File: src/rtl/ps2_pkg.sv
// Shared constants for the PS/2 set-2 scancode decoder: prefix bytes,
// pop-handshake state encoding and a few named scan codes.
package ps2_pkg;

    localparam logic [7:0] EXT_CODE = 8'hE0;
    localparam logic [7:0] BRK_CODE = 8'hF0;

    typedef enum logic [1:0] {
        ST_IDLE = 2'd0,
        ST_ACK  = 2'd1,
        ST_GAP  = 2'd2
    } state_t;

    localparam logic [7:0] SC_A     = 8'h1C;
    localparam logic [7:0] SC_SPACE = 8'h29;
    localparam logic [7:0] SC_ENTER = 8'h5A;
    localparam logic [7:0] SC_UP    = 8'h75;

endpackage

File: src/rtl/ps2_ascii_lut.sv
// Combinational PS/2 set-2 scan code to ASCII lookup (a-z, 0-9, space, enter).
// Extended codes and unmapped codes yield 8'h00.
module ps2_ascii_lut (
    input  logic [7:0] code,
    input  logic       ext,
    output logic [7:0] ascii
);

    always_comb begin
        // NOTE: default first so every path assigns ascii and no latch is inferred.
        ascii = 8'h00;
        if (!ext) begin
            case (code)
                8'h1C: ascii = "a"; 8'h32: ascii = "b"; 8'h21: ascii = "c";
                8'h23: ascii = "d"; 8'h24: ascii = "e"; 8'h2B: ascii = "f";
                8'h34: ascii = "g"; 8'h33: ascii = "h"; 8'h43: ascii = "i";
                8'h3B: ascii = "j"; 8'h42: ascii = "k"; 8'h4B: ascii = "l";
                8'h3A: ascii = "m"; 8'h31: ascii = "n"; 8'h44: ascii = "o";
                8'h4D: ascii = "p"; 8'h15: ascii = "q"; 8'h2D: ascii = "r";
                8'h1B: ascii = "s"; 8'h2C: ascii = "t"; 8'h3C: ascii = "u";
                8'h2A: ascii = "v"; 8'h1D: ascii = "w"; 8'h22: ascii = "x";
                8'h35: ascii = "y"; 8'h1A: ascii = "z";
                8'h45: ascii = "0"; 8'h16: ascii = "1"; 8'h1E: ascii = "2";
                8'h26: ascii = "3"; 8'h25: ascii = "4"; 8'h2E: ascii = "5";
                8'h36: ascii = "6"; 8'h3D: ascii = "7"; 8'h3E: ascii = "8";
                8'h46: ascii = "9";
                8'h29: ascii = 8'h20;
                8'h5A: ascii = 8'h0D;
                default: ascii = 8'h00;
            endcase
        end
    end

endmodule

File: src/rtl/ps2_scancode_decoder.sv
// Pops bytes from the ps2_keyboard FIFO and decodes set-2 make/break/extended events.
// Define PS2_ASCII_EN to drive ascii from ps2_ascii_lut; otherwise ascii is 8'h00.
module ps2_scancode_decoder
    import ps2_pkg::*;
#(
    parameter int         CNT_W      = 8,
    parameter logic [7:0] EXT_PREFIX = EXT_CODE,
    parameter logic [7:0] BRK_PREFIX = BRK_CODE
) (
    input  logic             clk,
    input  logic             rst,
    input  logic [7:0]       data,
    input  logic             ready,
    input  logic             overflow,
    output logic             nextdata_n,
    output logic             event_valid,
    output logic [7:0]       key_code,
    output logic             key_ext,
    output logic             key_break,
    output logic             key_repeat,
    output logic             key_down,
    output logic [7:0]       cur_code,
    output logic [CNT_W-1:0] press_cnt,
    output logic             ovf_seen,
    output logic [7:0]       ascii
);

    state_t state;
    logic   ext_q;
    logic   brk_q;
    logic   held_ext;
    logic   same_key;

    assign same_key = (data == cur_code) && (ext_q == held_ext);

    always_ff @(posedge clk or posedge rst) begin
        if (rst) begin
            state       <= ST_IDLE;
            nextdata_n  <= 1'b1;
            event_valid <= 1'b0;
            key_code    <= '0;
            key_ext     <= 1'b0;
            key_break   <= 1'b0;
            key_repeat  <= 1'b0;
            key_down    <= 1'b0;
            cur_code    <= '0;
            press_cnt   <= '0;
            ovf_seen    <= 1'b0;
            ext_q       <= 1'b0;
            brk_q       <= 1'b0;
            held_ext    <= 1'b0;
        end else begin
            // NOTE: non-blocking defaults make the strobes single-cycle unless re-asserted below.
            event_valid <= 1'b0;
            nextdata_n  <= 1'b1;
            if (overflow)
                ovf_seen <= 1'b1;

            case (state)
                ST_IDLE: begin
                    if (ready) begin
                        state      <= ST_ACK;
                        nextdata_n <= 1'b0;
                        if (data == EXT_PREFIX) begin
                            ext_q <= 1'b1;
                        end else if (data == BRK_PREFIX) begin
                            brk_q <= 1'b1;
                        end else begin
                            event_valid <= 1'b1;
                            key_code    <= data;
                            key_ext     <= ext_q;
                            key_break   <= brk_q;
                            ext_q       <= 1'b0;
                            brk_q       <= 1'b0;
                            if (!brk_q) begin
                                if (key_down && same_key) begin
                                    key_repeat <= 1'b1;
                                end else begin
                                    key_repeat <= 1'b0;
                                    press_cnt  <= press_cnt + 1'b1;
                                    cur_code   <= data;
                                    held_ext   <= ext_q;
                                    key_down   <= 1'b1;
                                end
                            end else begin
                                key_repeat <= 1'b0;
                                if (same_key)
                                    key_down <= 1'b0;
                            end
                        end
                    end
                end
                ST_ACK:  state <= ST_GAP;
                // FIFO head pointer is still settling here, so ready is ignored.
                ST_GAP:  state <= ST_IDLE;
                default: state <= ST_IDLE;
            endcase
        end
    end

`ifdef PS2_ASCII_EN
    ps2_ascii_lut u_ascii_lut (
        .code  (key_code),
        .ext   (key_ext),
        .ascii (ascii)
    );
`else
    assign ascii = 8'h00;
`endif

endmodule

File: config.mk
export PLATFORM = sky130hd
export DESIGN_NAME = ps2_scancode_decoder
export DESIGN_NICKNAME = d
export VERILOG_FILES = /design/src/rtl/ps2_pkg.sv /design/src/rtl/ps2_ascii_lut.sv /design/src/rtl/ps2_scancode_decoder.sv
export SDC_FILE = /design/constraint.sdc
export NUM_CORES = 1
export LEC_CHECK = 0
export BUFFER_PORTS_ARGS = -buffer_cell sky130_fd_sc_hd__buf_2
export CAP_MARGIN = 20
export CELL_PAD_IN_SITES_DETAIL_PLACEMENT = 0
export CELL_PAD_IN_SITES_GLOBAL_PLACEMENT = 1
export CORE_MARGIN = 3
export CORE_UTILIZATION = 39
export CTS_CLUSTER_SIZE = 30
export DETAILED_ROUTE_END_ITERATION = 8
export GPL_TIMING_DRIVEN = 0
export HOLD_SLACK_MARGIN = 0.12
export PLACE_DENSITY = 0.85
export SETUP_SLACK_MARGIN = 0.2
export SLEW_MARGIN = 30
export SYNTH_ARGS = -nofsm -noshare
export SYNTH_HDL_FRONTEND = slang
export SYNTH_SLANG_ARGS = --single-unit
File: constraint.sdc
create_clock -name clk -period 2.3 [get_ports clk]
set_input_delay 0.115 -clock clk [delete_from_list [all_inputs] [get_ports clk]]
set_output_delay 0.115 -clock clk [all_outputs]
set_load 0.005 [all_outputs]
==> results.txt <==
----------------------------------------------------
[Routing]
  Pre-Repair DR Iteration Count ... 4
  Number of remaining DRC errors ... 0
  Number of antenna-violating nets in the routed design ... 0
  Via count ... 1181
  Wire length per cell after detailed routing ... 13.3 um
  Count of routing violations after the opening detailed-route iteration ... 68
  Detailed-route vias per instance ... 4.56
  Final WL ... 3430 um

[STA]
  Fin. Hold Viols ... 0
  RSZ-0062 raised after global routing ... no
  Final Critical Period ... 2.05 ns
  Pin slew with the least headroom to its limit ... 0.736 ns
  Final Skew ... 0.00199 ns
  Share of the clock period used by the worst path after layout ... 0.892
  Setup ws final ... 0.249 ns
  Setup tns final ... 0 ns
  Fin Hold WS ... 0.143 ns
  Max Freq ... 488 MHz
  Max-slew headroom at the worst pin ... 0.509
  Final number of setup-violating endpoints ... 0
  Slew Limit Fails ... 0

[Synth]
  Share of synthesized area occupied by flip-flops and latches ... 0.543
  Adder and majority gate portion of the synthesized area ... 0.00753
  Number of enable-type register cells in the synthesized netlist ... 0
  Mapped Area ... 1660 um^2
  Synthesized-area fraction occupied by and/or/nand/nor cells ... 0.174
  Xor/xnor cell area share of the yosys netlist ... 0.0843
  Number of different library cells in the post-synthesis netlist ... 34
  Number of warnings issued by yosys ... 0
  Fraction of the mapped netlist area in compound gates ... 0.0384
  Main synth FF type ... dfrtp_1
  Dominant combinational cell family by area after synthesis ... simple AND/OR/NAND/NOR gates
  Flops & latches, synth ... 36
  Number of standard cells after synthesis ... 137
  Mean post-synth cell area ... 12.1 um^2
  Async set or reset register ratio after synthesis ... 1.00
  Mux cell area share after synthesis ... 0.0881

[Final layout]
  Final Net Count ... 221
  Most frequent cells in the layout ... buf_2, dfrtp_1, nand2_1
  Share of final-layout standard cells stronger than drive strength 1 ... 0.407
  Total non-filler cell area in the finished layout ... 2210 um^2
  Fin cells ... 259
  Post-synthesis to final-layout area growth ... 33.1%
  Most common cell after layout, fill and taps aside ... buf_2
  Diodes inserted ... 0

[Worst setup path]
  Crit-path max FO ... 5
  Startpoint type of the worst setup path ... flop
  Arr. time, crit path ... 2.22 ns
  Critical path data required time ... 2.47 ns
  Kind of capture point of the worst setup path ... flop
  Worst setup path class ... reg2reg

[Placement]
  Placed instance count ... 236
  # port buffers ... 42
  DP Worst Slack ... 0.259 ns
  Last weighted congestion value of the routability-driven placer ... 0.728
  Placed Area ... 1960 um^2
  Final HPWL DP ... 2390 um

[Floorplan]
  Area enclosed by the die boundary ... 5080 um^2
  FP Rows ... 23
  Die height ... 71.3 um
  Area inside the core boundary ... 4060 um^2
  Number of placed I/O pins ... 51
  Die boundary width ... 71.3 um
  Initial standard-cell utilization of the core ... 0.409

[Power]
  Largest voltage drop on the vdd net ... 0.000377 V
  Power Dens Cells ... 971 nW/um^2
  Leakage power total ... 1.12 nW

[CTS]
  Maximum clock insertion buffer count ... 2
  Clock latency of the later-clocked register in the worst-skew pair ... 0.28 ns
  CTS tree ... yes
  Clock transition at the register clock pins on the worst setup and hold paths after CTS ... 0.07 ns
  H-tree levels ... 2
  Total number of clock tree sinks ... 36
  Number of clock buffers inserted by TritonCTS ... 5
  Clk root buf ... clkbuf_8

[Run]
  Max-capacitance violation count ... 0

[GRT]
  Global-route wire length before repair ... 5380 um
  Maximum number of pins on one net before global-route repair ... 37
  Total global routing overflow ... 0
  Global Route Usage Sum ... 0.140
  Vias in the first global route ... 1141
  Number of antenna violations at the first check in global routing ... 0

[Run status]
  Status ... completed

[Hold path]
  Class of the tightest hold or removal check ... in2reg

----------------------------------------------------
-- Yosys cell counts (2+ instances only) --
master	instances	area, um^2
dfrtp_1	35	876
nand2_1	25	93.8
xor2_1	11	96.3
mux2_4	9	135
buf_4	8	60.1
nor2_1	7	26.3
xnor2_1	5	43.8
nand3_1	4	20.0
inv_1	3	11.3
nand4_1	3	18.8
and3_1	2	12.5
nor3_1	2	10.0
o22a_1	2	17.5
-- timing repair --
action / CTS / global route
hold buffers: 8 / 0
setup endpoints to repair: 0 / 9
hold endpoints to repair: 42 / 0
setup buffers: 0 / 6
gates resized for setup: 0 / 3
-- through the flow --
stage / total power, mW / utilization
after floorplan: 1.39 / -
after detailed placement: 1.65 / 0.483
after global routing: 2.28 / 0.545
final: 2.15 / 0.545
after CTS: 2.13 / 0.525
after global placement: 1.63 / 0.483
-- final timing paths --
path	slack (ns)	end	cells past startpoint	from
hold / removal	0.14	cur_code[7]	2	data[7]
min in group asynchronous	0.51	press_cnt[6]	3	rst
setup reg to reg	0.25	cur_code[7]	7	state[1]
hold reg to reg	0.46	ovf_seen	1	ovf_seen
setup / recovery	0.25	cur_code[7]	7	state[1]
max in group asynchronous	1.32	cur_code[5]	3	rst
-- flip-flops by register name (all words and copies together) (netlist names) --
register / cells
nextdata_n: 1
ovf_seen: 1
key_break: 1
held_ext: 1
state: 2
event_valid: 1
ext_q: 1
brk_q: 1
key_repeat: 1
key_code: 8
key_ext: 1
cur_code: 8
press_cnt: 8
key_down: 1
-- where the power goes --
group          internal, mW  switching [mW]  total, mW  leakage [nW]
logic                 0.399           0.309      0.708         0.634
clock network         0.244           0.215      0.460        0.0455
registers             0.816           0.163      0.979         0.436
-- cell families (layout without fill, tap and decap cells) --
| logic type | after synthesis | after routing |
|---|---|---|
| adders and majority gates | 1 | 1 |
| buffers and inverters | 15 | 80 |
| AOI/OAI and AO/OA | 7 | 7 |
| and+or+nand+nor | 51 | 51 |
| muxes | 10 | 10 |
| other | 1 | 8 |
| xor gates and xnor gates | 16 | 16 |
| DFF | 36 | 36 |
-- routing by layer --
metal	routed length (um)	track usage	share of wire	up-vias
li1	-	-	-	582
met1	1540	0.175	0.45	563
met2	1660	0.222	0.48	29
met3	148	0.0295	0.043	7
met4	89	0.0814	0.026	0
met5	0	0	0	-
-- layout make-up --
| type | count | area, um^2 |
|---|---|---|
| Inverter | 4 | 15.0 |
| Timing Repair Buffer | 57 | 360 |
| Buffer | 11 | 95.1 |
| Multi-Input combinational cell | 93 | 687 |
| Fill cell | 369 | 1850 |
| Tap cell | 50 | 62.6 |
| Clock buffer | 8 | 90.1 |
| Sequential cell | 36 | 902 |
-- critical path, stage by stage, from the launching register on --
cell and delay [ns]:
dfrtp_1 0.38, or3b_1 0.39, buf_6 0.14, a41o_4 0.27, nor2_8 0.12, and2_4 0.19, clkbuf_16 0.15, mux2_4 0.29
Power figures use the tool's default switching activity.
